### src/rtl/fetch_pkg.sv
// Shared constants and types for the fetch stage: widths, instruction
// field positions, opcode encodings and the fetch state enum.
package fetch_pkg;

   localparam int ADDR_W  = 8;
   localparam int INSTR_W = 18;

   // Instruction format: {rs1[4:0], rs2[4:0], rd[4:0], op[2:0]}
   localparam int RS1_MSB = 17;
   localparam int RS1_LSB = 13;
   localparam int RS2_MSB = 12;
   localparam int RS2_LSB = 8;
   localparam int RD_MSB  = 7;
   localparam int RD_LSB  = 3;
   localparam int OP_MSB  = 2;
   localparam int OP_LSB  = 0;

   localparam logic [2:0] OP_SUMA = 3'b000;
   localparam logic [2:0] OP_AND  = 3'b001;
   localparam logic [2:0] OP_OR   = 3'b010;

   typedef enum logic [1:0] {
      IDLE  = 2'd0,
      FETCH = 2'd1,
      DONE  = 2'd2
   } state_t;

endpackage

### src/rtl/fetch_pc_ir_pc_counter.sv
// Program counter register. A load (redirect) wins over increment;
// with neither enable the PC holds. Increment wraps modulo 2^ADDR_W.
module pc_counter
   import fetch_pkg::*;
(
   input  logic              i_clk,
   input  logic              i_rst,
   input  logic              i_load,
   input  logic [ADDR_W-1:0] i_load_val,
   input  logic              i_inc,
   output logic [ADDR_W-1:0] o_pc
);

   logic [ADDR_W-1:0] r_pc;

   // PC update: redirect load, else increment, else hold
   always_ff @(posedge i_clk or posedge i_rst) begin
      if (i_rst) begin
         r_pc <= '0;
      end else if (i_load) begin
         r_pc <= i_load_val;
      end else if (i_inc) begin
         r_pc <= r_pc + ADDR_W'(1);
      end
   end

   assign o_pc = r_pc;

endmodule

### src/rtl/fetch_pc_ir.sv
// Fetch stage: owns the PC, drives the combinational instruction memory,
// captures the returned word into the IF/ID instruction register and
// splits it into decode fields.
//
// Handshake to decode: ir_valid/ir_ready. A transfer happens on a rising
// edge where ir_valid && ir_ready. ir_valid, once high, stays high with IR
// and pc_ir stable until the transfer, except that a redirect (salto_en)
// flushes it. ir_valid does not depend on ir_ready combinationally.
//
// Optional build macro: FETCH_COUNT_EN adds the n_instr load counter.
module fetch_pc_ir
   import fetch_pkg::*;
#(
   parameter logic [ADDR_W-1:0] LAST_ADDR = ADDR_W'(5)
)
(
   input  logic               clk,
   input  logic               rst,
   input  logic               start,
   input  logic               salto_en,
   input  logic [ADDR_W-1:0]  salto_addr,
   output logic [ADDR_W-1:0]  addr,
   input  logic [INSTR_W-1:0] instruccion,
   output logic               ir_valid,
   input  logic               ir_ready,
   output logic [4:0]         rs1,
   output logic [4:0]         rs2,
   output logic [4:0]         rd,
   output logic [2:0]         op,
   output logic [ADDR_W-1:0]  pc_ir,
   output state_t             o_dbg_state,
   output logic               done
`ifdef FETCH_COUNT_EN
   ,
   output logic [15:0]        n_instr
`endif
);

   state_t             r_state;
   logic [INSTR_W-1:0] r_ir;
   logic [ADDR_W-1:0]  r_pc_ir;
   logic               r_ir_valid;
   logic               r_done;

   logic [ADDR_W-1:0]  w_pc;
   logic               w_redirect;
   logic               w_load;
   logic               w_inc;

   // Redirect is only honoured once fetching has started; it pre-empts any load.
   assign w_redirect = salto_en && (r_state != IDLE);
   assign w_load     = (r_state == FETCH) && (!r_ir_valid || ir_ready) && !w_redirect;
   // The PC parks on LAST_ADDR; the state machine moves to DONE instead.
   assign w_inc      = w_load && (w_pc != LAST_ADDR);

   pc_counter u_pc (
      .i_clk      (clk),
      .i_rst      (rst),
      .i_load     (w_redirect),
      .i_load_val (salto_addr),
      .i_inc      (w_inc),
      .o_pc       (w_pc)
   );

   // Fetch state machine together with the IR, its valid flag and done
   always_ff @(posedge clk or posedge rst) begin
      if (rst) begin
         r_state    <= IDLE;
         r_ir       <= '0;
         r_pc_ir    <= '0;
         r_ir_valid <= 1'b0;
         r_done     <= 1'b0;
      end else if (w_redirect) begin
         r_state    <= FETCH;
         r_ir_valid <= 1'b0;
         r_done     <= 1'b0;
      end else begin
         case (r_state)
            IDLE:    if (start) r_state <= FETCH;
            FETCH:   if (w_load && (w_pc == LAST_ADDR)) r_state <= DONE;
            DONE:    r_state <= DONE;
            default: r_state <= IDLE;
         endcase
         if (w_load) begin
            r_ir       <= instruccion;
            r_pc_ir    <= w_pc;
            r_ir_valid <= 1'b1;
         end else if (r_ir_valid && ir_ready) begin
            r_ir_valid <= 1'b0;
         end
         // DONE never loads, so the IR is empty next cycle unless it is held.
         r_done <= (r_state == DONE) && (!r_ir_valid || ir_ready);
      end
   end

`ifdef FETCH_COUNT_EN
   logic [15:0] r_n_instr;

   // Saturating count of IR loads; survives redirects
   always_ff @(posedge clk or posedge rst) begin
      if (rst) begin
         r_n_instr <= '0;
      end else if (w_load && (r_n_instr != 16'hFFFF)) begin
         r_n_instr <= r_n_instr + 16'd1;
      end
   end

   assign n_instr = r_n_instr;
`endif

   assign addr        = w_pc;
   assign ir_valid    = r_ir_valid;
   assign pc_ir       = r_pc_ir;
   assign done        = r_done;
   assign o_dbg_state = r_state;
   assign rs1         = r_ir[RS1_MSB:RS1_LSB];
   assign rs2         = r_ir[RS2_MSB:RS2_LSB];
   assign rd          = r_ir[RD_MSB:RD_LSB];
   assign op          = r_ir[OP_MSB:OP_LSB];

endmodule

### config.mk
export PLATFORM = sky130hd
export DESIGN_NAME = fetch_pc_ir
export DESIGN_NICKNAME = d
export VERILOG_FILES = /design/src/rtl/fetch_pkg.sv /design/src/rtl/fetch_pc_ir_pc_counter.sv /design/src/rtl/fetch_pc_ir.sv
export SDC_FILE = /design/constraint.sdc
export NUM_CORES = 1
export LEC_CHECK = 0
export BUFFER_PORTS_ARGS = -buffer_cell sky130_fd_sc_hd__buf_2
export CORE_ASPECT_RATIO = 0.9
export CORE_MARGIN = 2
export CORE_UTILIZATION = 25
export CTS_BUF_LIST = sky130_fd_sc_hd__clkbuf_16
export DETAILED_ROUTE_END_ITERATION = 12
export SLEW_MARGIN = 5
export SYNTH_ARGS = -nofsm -noshare
export SYNTH_HDL_FRONTEND = slang
export SYNTH_SLANG_ARGS = --single-unit
export TNS_END_PERCENT = 10
### constraint.sdc
create_clock -name clk -period 1.64 [get_ports clk]
set_input_delay 0.328 -clock clk [delete_from_list [all_inputs] [get_ports clk]]
set_output_delay 0.328 -clock clk [all_outputs]
set_load 0.02 [all_outputs]
==> summary.txt, run 1 <==
Outcome
  – Status: complete, but fails checks
  – Failing checks: setup timing

Critical path
  – Crit-path max cell delay: 420 ps
  – FF-to-FF path depth: 6
  – Critical path capture point type: flop
  – Crit path arrival time: 1940 ps
  – Crit-path slowest cell: dfrtp_2
  – CP startpoint kind: flop
  – Critical Path End: u_pc.o_pc[7]$_DFFE_PP0P_
  – Reg2reg start: o_dbg_state[1]$_DFFE_PP0P_
  – Worst R2R End: u_pc.o_pc[7]$_DFFE_PP0P_
  – Cell family with most CP delay: simple AND/OR/NAND/NOR gates
  – Crit Path Class: reg2reg
  – Crit. path cell count: 6
  – Crit path from: o_dbg_state[1]$_DFFE_PP0P_
  – CP Buf/Inv Count: 1
  – CP Max Fanout: 5
  – R2r setup slk: -100 ps
  – Crit-path cells: inv_4, ha_4, nand4_1, or3_4, or4_1, a31oi_1
  – Worst EP required: 1850 ps

Synthesis
  – Synthesis Warnings: 0
  – Post-Syn Instances: 192
  – Mapped cell area: 1740 um2
  – Async SR Flop Fraction: 1.00
  – Mean Syn Cell Area: 9.06 um2
  – Ranking of synthesized cells by area: dfrtp_1, nand2_1, ha_1
  – Synth cell types: 37
  – Post-synthesis sequential area ratio: 0.546
  – Post-synthesis net count: 228
  – Top cell type's share of synthesized area: 0.546
  – Cell taking the most area after synthesis: dfrtp_1
  – #FFs+latches synth: 38
  – Main synth FF type: dfrtp_1
  – Post-synth EDFFs: 0

Timing
  – Final worst path period share: 1.06
  – # setup viols final: 6
  – Final min period: 1740 ps
  – Relative slew slack: 0.674
  – Setup TNS: -331 ps
  – Unrepaired setup endpoints after global routing: true
  – Worst Tran Pin Value: 489 ps
  – FMAX: 575 MHz
  – Final Hold Vio Count: 0
  – Setup ws final: -99.9 ps
  – Final clock skew: 6.81 ps
  – Slew Viols, Final: 0

Floorplanning
  – DIE AREA: 7650 um2
  – Die span in x: 92.0 um
  – Num rows: 28
  – Io pins: 69
  – Core Footprint: 6660 um2
  – Die height: 83.2 um
  – Starting Density: 0.261

Clock tree
  – Clock Tree Buf Depth: 2
  – CTS tree: done
  – Reg clk slew, reported paths: 60 ps
  – # clock sinks: 38
  – Skew-Pair Late Insertion Delay: 280 ps
  – Num CTS Buffers: 5
  – Root buffer cell: clkbuf_16
  – H-tree depth: 2

Final layout
  – Fillers: 694
  – Footprint of the multi-input gates: 786 um2
  – Commonest cells after routing, fill and taps aside: nand2_1, buf_2, dfrtp_1
  – Nets@finish: 323
  – Layout cell share with drive strength beyond 1: 0.438
  – Sequential cell area: 956 um2
  – Commonest non-fill, non-tap cell in the layout: nand2_1
  – Area delta synth->final: 49.1%
  – N_diodes: 0

Power
  – Sw power: 2.39 mW
  – Net Sw Frac: 0.431
  – Part of the power in combinational logic: 0.534
  – Worst VDD drop: 0.922 mV
  – Clock share of power: 0.166
  – Pwr/cell area: 2140 nW/um2
  – Reg power frac: 0.300
  – P_int: 3.16 mW
  – Leakage: 1.35 nW

Route
  – Total number of vias: 1636
  – Vias per cell: 4.33
  – Drt wl/cell: 12.0 um
  – Antenna Violating Nets Remaining: 0
  – DRT Pass-1 Iters: 4
  – DRC Markers: 0
  – Iter 0 DRT Violations: 48
  – Drt total wl: 4.53 mm

Placed design
  – Dpl ws: -161 ps
  – PortBufs: 68
  – Gpl congestion: 0.823
  – Post-DP HPWL: 3.24 mm

Global route
  – Vias in the first global route: 1540
  – Grt total ovfl: 0
  – GRT Total Usage: 0.120
  – First-pass GRT wire length: 7.22 mm
  – Initial antenna violation count: 0
  – Pin count of the biggest net entering global routing: 39

Run
  – Max-cap viol count: 0

Hold path
  – Hold WC Path Type: in2async
## how the worst min path moves through the flow
| stage | startpoint | slack, ps | cells past startpoint | endpoint |
|---|---|---|---|---|
| 2_1_floorplan | instruccion[0] | 430 | 2 | r_ir[0]$_DFFE_PP0P_ |
| 3_3_place_gp | r_ir[10]$_DFFE_PP0P_ | 450 | 2 | r_ir[10]$_DFFE_PP0P_ |
| 3_5_place_dp | r_ir[13]$_DFFE_PP0P_ | 460 | 2 | r_ir[13]$_DFFE_PP0P_ |
| 4_1_cts | rst | 180 | 3 | pc_ir[3]$_DFFE_PP0P_ |
| 5_1_grt | rst | 220 | 3 | r_ir[16]$_DFFE_PP0P_ |
| 6_report | rst | 160 | 3 | r_ir[16]$_DFFE_PP0P_ |
## registers in the layout, summed over array words and instances (netlist names)
| signal | count |
|---|---|
| o_dbg_state | 2 |
| pc_ir | 8 |
| r_ir | 18 |
| done | 1 |
| u_pc.o_pc | 8 |
| ir_valid | 1 |
## cell type report
cell class | instances | share of cell area
clock buffer | 5 | 0.0482
timing repair buffer | 96 | 0.220
sequential | 38 | 0.368
clock inverter | 3 | 0.00627
multi-input combinational | 139 | 0.303
tap | 90 | 0.0434
inverter | 7 | 0.0111
## cell usage after synthesis (2+ instances only)
| library cell | number |
|---|---|
| nand2_1 | 82 |
| dfrtp_1 | 38 |
| inv_1 | 7 |
| o21ai_0 | 6 |
| a31oi_1 | 5 |
| ha_1 | 5 |
| nor2_1 | 5 |
| buf_2 | 3 |
| nand3_1 | 3 |
| a21oi_1 | 2 |
| and3_1 | 2 |
| buf_1 | 2 |
| nand2b_1 | 2 |
| nor2b_1 | 2 |
| nor3_1 | 2 |
| nor4_1 | 2 |
| o31ai_1 | 2 |
| or3_2 | 2 |
| or4_1 | 2 |
## metrics by stage
step / cells / area, um2 / power [mW] / hold WS (ps) / utilization
2_1_floorplan: 192 / 1790 / 3.39 / 433 / -
3_3_place_gp: 367 / 2390 / 4.49 / 452 / 0.359
3_5_place_dp: 367 / 2390 / 4.55 / 460 / 0.359
4_1_cts: 377 / 2570 / 5.57 / 183 / 0.386
5_1_grt: 378 / 2590 / 5.98 / 219 / 0.390
6_report: 378 / 2590 / 5.55 / 161 / 0.390
## metal layers
metal	up-vias	share of wire	wire [um]	GRT usage
met1	747	0.46	2110	0.158
li1	828	-	-	-
met2	56	0.46	2100	0.193
met5	-	0	0	0
met4	0	0.011	51	0.0407
met3	5	0.059	266	0.0299
## what timing repair did
| action | in CTS | in global routing |
|---|---|---|
| setup endpoints to repair | 32 | 36 |
| hold buffers | 0 | 0 |
| pin swaps | 12 | 3 |
| buffers inserted | 2 | 1 |
| gates resized for setup | 6 | 5 |
## cell families after synthesis
kind of cell | count (synthesis) | share of synthesized area
AOI/OAI and AO/OA | 22 | 0.0841
xor gates and xnor gates | 1 | 0.00503
adders and majority gates | 5 | 0.0359
buffers and inverters | 15 | 0.0417
DFF | 38 | 0.546
and+or+nand+nor | 111 | 0.287
## tightest hold or removal path: cells and delay by family
kind / cells / cell delay (ps)
buffers and inverters: 3 / 540
## power by group through the flow
stage               logic (mW)  registers [mW]  clock network [mW]
CTS                       2.96            1.65               0.957
floorplan                 1.11            2.27                   0
finish                    2.96            1.67               0.923
global route              3.28            1.72               0.987
detailed placement        2.88            1.67                   0
global placement          2.83            1.65                   0
(Power assumes the default switching activity.)
==> run 2: changes to the inputs <==
--- a/config.mk
+++ b/config.mk
@@ -5,6 +5,7 @@
 export SDC_FILE = /design/constraint.sdc
 export NUM_CORES = 1
 export LEC_CHECK = 0
+export ABC_AREA = 1
 export BUFFER_PORTS_ARGS = -buffer_cell sky130_fd_sc_hd__buf_2
 export CORE_ASPECT_RATIO = 0.9
 export CORE_MARGIN = 2
==> summary.txt, run 2 <==
Outcome
  – Status: finished clean

Hold path
  – Hold WC Path Type: in2async

Global route
  – Vias in the first global route: 1554
  – Pin count of the biggest net entering global routing: 35
  – First-pass GRT wire length: 7.25 mm
  – Gr busiest metal: met2
  – Grt met1 use: 0.154
  – Initial antenna violation count: 0
  – Met2 Track Usage GR: 0.180
  – GRT Total Usage: 0.114
  – GR Util met3: 0.0325
  – Grt total ovfl: 0

Synthesis
  – Post-synthesis sequential area ratio: 0.509
  – Post-synthesis net count: 268
  – Mapped cell area: 1870 um2
  – Mean Syn Cell Area: 8.06 um2
  – Top cell type's share of synthesized area: 0.509
  – #FFs+latches synth: 38
  – Cell taking the most area after synthesis: dfrtp_1
  – Synthesis Warnings: 0
  – Async SR Flop Fraction: 1.00
  – Main synth FF type: dfrtp_1
  – Post-Syn Instances: 232
  – Synth cell types: 17
  – Post-synth EDFFs: 0
  – Post-synth top cells: nand2_1, dfrtp_1, nand3_1
  – Cell with the most instances after synthesis: nand2_1
  – Ranking of synthesized cells by area: dfrtp_1, nand2_1, nand3_1

Clock tree
  – Reg clk slew, reported paths: 60 ps
  – Root buffer cell: clkbuf_16
  – Num CTS Buffers: 5
  – # clock sinks: 38
  – CTS tree: done
  – # hold bufs at CTS: 0
  – Setup bufs post-CTS: 0
  – Skew-Pair Late Insertion Delay: 280 ps
  – Clock Tree Buf Depth: 2
  – H-tree depth: 2

Floorplanning
  – Core Footprint: 7150 um2
  – Io pins: 69
  – Num rows: 29
  – Die height: 86.0 um
  – DIE AREA: 8190 um2
  – Die span in x: 95.2 um
  – Starting Density: 0.262

Placed design
  – Dpl ws: -30.3 ps
  – Inst Count DP: 390
  – Post-DP HPWL: 3.43 mm
  – Area after DPL: 2300 um2
  – PortBufs: 68
  – Gpl congestion: 0.804

Timing
  – Setup TNS: 0 ps
  – Final worst path period share: 0.931
  – Final Hold Vio Count: 0
  – Smallest hold slack: 50.6 ps
  – Relative slew slack: 0.776
  – Final min period: 1530 ps
  – Worst Tran Pin Value: 336 ps
  – Unrepaired setup endpoints after global routing: false
  – Setup ws final: 114 ps
  – # setup viols final: 0
  – Final clock skew: 2.85 ps
  – FMAX: 655 MHz
  – Slew Viols, Final: 0

Route
  – DRT Pass-1 Iters: 4
  – Vias per cell: 4.14
  – Total number of vias: 1646
  – DRC Markers: 0
  – Iter 0 DRT Violations: 77
  – Drt total wl: 4.51 mm
  – Drt wl/cell: 11.3 um
  – Antenna Violating Nets Remaining: 0

Power
  – Design Power: 5.23 mW
  – Net Sw Frac: 0.461
  – Leakage: 1.38 nW
  – Reg power frac: 0.326
  – Worst VDD drop: 0.613 mV
  – Clock share of power: 0.172
  – Sw power: 2.41 mW
  – Part of the power in combinational logic: 0.502
  – P_int: 2.82 mW
  – Pwr/cell area: 2130 nW/um2

Final layout
  – N_diodes: 0
  – Layout cell share with drive strength beyond 1: 0.325
  – Nets@finish: 340
  – Top reg by flops: r_ir
  – Area delta synth->final: 31.4%
  – Commonest cells after routing, fill and taps aside: nand2_1, buf_2, dfrtp_1
  – Fin cells: 398
  – Commonest non-fill, non-tap cell in the layout: nand2_1
  – Final instance area: 2460 um2
  – Final Core Density: 0.344
  – Fillers: 790
  – Max reg flops: 18

Critical path
  – Worst EP required: 1800 ps
  – CP Max Fanout: 17
  – CP startpoint kind: flop
  – Critical path capture point type: flop
  – Crit Path Class: reg2reg
  – Crit path arrival time: 1690 ps

Run
  – Max-cap viol count: 0
## run 2: cell types whose count changed in the layout (fill, tap and decap cells not counted), moves of 5 or more
cell and delta:
inv_1 +10, o21ai_1 +14, nand3_1 +17, buf_4 -21
nand2_1 +21, or2_2 +6, a31oi_1 -5
## run 2: power groups by stage
stage	clock, mW	combinational, mW	sequential, mW
detailed placement	0	2.63	1.72
global route	1.00	2.95	1.77
global placement	0	2.59	1.71
CTS	0.940	2.65	1.71
floorplan	0	1.38	2.21
finish	0.901	2.62	1.70
## run 2: cell families after synthesis
logic type | Yosys count | share of synthesized area
and+or+nand+nor | 146 | 0.345
AOI/OAI and AO/OA | 17 | 0.0455
buffers and inverters | 26 | 0.0676
adders and majority gates | 5 | 0.0335
DFF | 38 | 0.509
## run 2: layer usage
metal | vias up | routed length (um)
met5 | - | 0
met4 | 0 | 38
met3 | 5 | 274
met2 | 45 | 2040
met1 | 732 | 2160
li1 | 864 | -
## run 2: final timing paths
kind / end / slack (ps) / startpoint / depth (start not counted)
worst max-delay path: u_pc.o_pc[0]$_DFFE_PP0P_ / 110 / o_dbg_state[0]$_DFFE_PP0P_ / 10
worst min-delay path: r_ir[9]$_DFFE_PP0P_ / 50 / rst / 3
worst max register to register: u_pc.o_pc[0]$_DFFE_PP0P_ / 110 / o_dbg_state[0]$_DFFE_PP0P_ / 10
worst min register to register: r_ir[12]$_DFFE_PP0P_ / 460 / r_ir[12]$_DFFE_PP0P_ / 2
max in group asynchronous: r_ir[3]$_DFFE_PP0P_ / 1260 / rst / 3
min in group clk: r_ir[16]$_DFFE_PP0P_ / 250 / instruccion[16] / 3
## run 2: timing repair
action,CTS,global route
setup endpoints to repair,8,4
gates resized for setup,1,4
pin swaps,0,0
## run 2: area by class of cell
| cell class | count | area (um2) | share of cell area |
|---|---|---|---|
| Clock buffer | 5 | 125 | 0.0509 |
| Clock inverter | 3 | 12.5 | 0.00509 |
| Inverter | 18 | 73.8 | 0.0301 |
| Multi-Input combinational cell | 168 | 792 | 0.322 |
| Sequential cell | 38 | 951 | 0.387 |
| Tap cell | 93 | 116 | 0.0474 |
| Timing Repair Buffer | 73 | 385 | 0.157 |
## run 2: worst max-delay path: stages (launching register included)
cell,delay (ps)
dfrtp_1,410
inv_1,90
ha_1,170
inv_2,50
nand2_4,70
buf_8,160
clkinvlp_4,160
nand2_1,80
o21ai_1,60
nand2_1,80
o21ai_1,70
==> run 3: changes to the inputs <==
--- a/config.mk
+++ b/config.mk
@@ -9,9 +9,9 @@
 export BUFFER_PORTS_ARGS = -buffer_cell sky130_fd_sc_hd__buf_2
 export CORE_ASPECT_RATIO = 0.9
 export CORE_MARGIN = 2
-export CORE_UTILIZATION = 25
-export CTS_BUF_LIST = sky130_fd_sc_hd__clkbuf_16
+export CORE_UTILIZATION = 44
 export DETAILED_ROUTE_END_ITERATION = 12
+export PLACE_DENSITY = 0.75
 export SLEW_MARGIN = 5
 export SYNTH_ARGS = -nofsm -noshare
 export SYNTH_HDL_FRONTEND = slang
==> summary.txt, run 3 (same netlist as run 2, synthesis figures left out) <==
Outcome
  – Status: finished clean

Critical path
  – Critical Path End: u_pc.o_pc[0]$_DFFE_PP0P_
  – Crit-path max cell delay: 410 ps
  – CP dominant cell by count: nand2_1
  – Crit path from: o_dbg_state[0]$_DFFE_PP0P_
  – Worst EP required: 1820 ps
  – CP startpoint kind: flop
  – R2r setup slk: 140 ps
  – Critical path capture point type: flop
  – Crit Path Class: reg2reg
  – Worst R2R End: u_pc.o_pc[0]$_DFFE_PP0P_
  – Crit-path cells: inv_1, ha_2, inv_2, nand2_4, buf_12, clkinvlp_4, nand2_1, o21ai_0, nand2_1, o21ai_1
  – Crit-path slowest cell: dfrtp_1
  – Crit path arrival time: 1670 ps
  – Reg2reg start: o_dbg_state[0]$_DFFE_PP0P_
  – CP Max Fanout: 15
  – FF-to-FF path depth: 10

Placed design
  – Dpl ws: 1.79 ps
  – Gpl congestion: 0.855
  – Inst Count DP: 343
  – PortBufs: 68
  – Post-DP HPWL: 2.96 mm

Floorplanning
  – DIE AREA: 4790 um2
  – Die height: 65.8 um
  – Starting Density: 0.459
  – Num rows: 22
  – Die span in x: 72.7 um
  – Core Footprint: 4070 um2
  – Io pins: 69

Final layout
  – Commonest cells after routing, fill and taps aside: nand2_1, buf_2, dfrtp_1
  – Top reg by flops: r_ir
  – Fin cells: 357
  – Nets@finish: 344
  – Sequential cell area: 951 um2
  – Area delta synth->final: 28.1%
  – Max reg flops: 18
  – Commonest non-fill, non-tap cell in the layout: nand2_1
  – Footprint of the multi-input gates: 795 um2
  – N_diodes: 0
  – Fillers: 363
  – Layout cell share with drive strength beyond 1: 0.343

Power
  – Leakage: 1.37 nW
  – Worst VDD drop: 1.22 mV
  – Design Power: 5.06 mW
  – Pwr/cell area: 2110 nW/um2

Timing
  – Unrepaired setup endpoints after global routing: false
  – Slew Viols, Final: 0
  – Setup TNS: 0 ps
  – Worst Tran Pin Value: 466 ps
  – Final clock skew: 3.36 ps
  – Final min period: 1500 ps
  – Final Hold Vio Count: 0
  – Smallest hold slack: 140 ps
  – Relative slew slack: 0.689
  – Setup ws final: 144 ps
  – FMAX: 668 MHz
  – Final worst path period share: 0.912
  – # setup viols final: 0

Hold path
  – Hold WC Path Type: in2async

Route
  – Met3 WL: 254 um
  – M1 WL: 1.95 mm
  – Iter 0 DRT Violations: 73
  – DRT Pass-1 Iters: 4
  – Highest metal used: met4
  – Drt wl/cell: 11.4 um
  – Metal2 WL: 1.79 mm
  – Vias per cell: 4.76
  – DRC Markers: 0
  – Antenna Violating Nets Remaining: 0
  – Total number of vias: 1699
  – Drt total wl: 4.07 mm

Clock tree
  – # clock sinks: 38
  – Reg clk slew, reported paths: 80 ps
  – H-tree depth: 2
  – Skew-Pair Late Insertion Delay: 280 ps
  – CTS tree: done
  – Num CTS Buffers: 5
  – Clock Tree Buf Depth: 2
  – Root buffer cell: clkbuf_8
  – # hold bufs at CTS: 0

Global route
  – First-pass GRT wire length: 6.71 mm
  – Vias in the first global route: 1530
  – Grt total ovfl: 0
  – Initial antenna violation count: 0
  – Pin count of the biggest net entering global routing: 39
  – GRT Total Usage: 0.182

Run
  – Max-cap viol count: 0
run 3: cell count changes in the layout (fill, tap and decap cells not counted):
cell	delta
ha_1	-1
clkinv_1	-1
buf_4	+4
clkbuf_16	-5
inv_1	-1
clkinvlp_4	+1
clkbuf_8	+6
ha_2	+1
buf_12	+1
buf_8	-1
run 3: metrics by stage:
stage	area, um2	util
after floorplan	1870	-
after detailed placement	2230	0.548
after global placement	2230	0.548
final	2390	0.588
after CTS	2330	0.572
after global routing	2390	0.588
run 3: critical path, delay by kind of cell (launching register included):
kind                       cells  cell delay (ps)
AOI/OAI and AO/OA              2              130
adders and majority gates      1              180
buffers and inverters          4              430
DFF                            1              410
and+or+nand+nor                3              220
run 3: worst min-delay path by stage:
stage                         start                    to  slack [ps]  depth (start not counted)
5_1_grt                         rst  r_ir[13]$_DFFE_PP0P_         210                          3
3_3_place_gp    r_ir[1]$_DFFE_PP0P_   r_ir[1]$_DFFE_PP0P_         450                          2
4_1_cts                         rst  r_ir[13]$_DFFE_PP0P_         160                          3
6_report                        rst  r_ir[13]$_DFFE_PP0P_         140                          3
2_1_floorplan       instruccion[10]  r_ir[10]$_DFFE_PP0P_         440                          2
3_5_place_dp   r_ir[12]$_DFFE_PP0P_  r_ir[12]$_DFFE_PP0P_         450                          2
run 3: routing by layer:
| layer | up-vias | track usage |
|---|---|---|
| li1 | 875 | - |
| met1 | 759 | 0.244 |
| met2 | 58 | 0.294 |
| met3 | 7 | 0.0305 |
| met4 | 0 | 0.0764 |
| met5 | - | 0 |
run 3: where the power goes:
| part | leakage, nW | switching [mW] | internal, mW | total [mW] |
|---|---|---|---|---|
| Sequential | 0.475 | 0.328 | 1.38 | 1.71 |
| Clock | 0.0472 | 0.324 | 0.338 | 0.662 |
| Combinational | 0.847 | 1.73 | 0.954 | 2.69 |
| Total | 1.37 | 2.39 | 2.67 | 5.06 |
run 3: layout make-up:
class / instances / share of cell area
flip-flops and latches: 38 / 0.397
multi-input cells: 168 / 0.332
repair buffers: 77 / 0.176
clock buffers: 6 / 0.0345
inverters: 18 / 0.0308
well taps: 48 / 0.0251
clock inverters: 2 / 0.00522
run 3: what timing repair did:
item,in CTS,in global routing
setup endpoints to repair,3,7
hold endpoints to repair,0,0
resized for setup,1,6
setup buffers,0,6
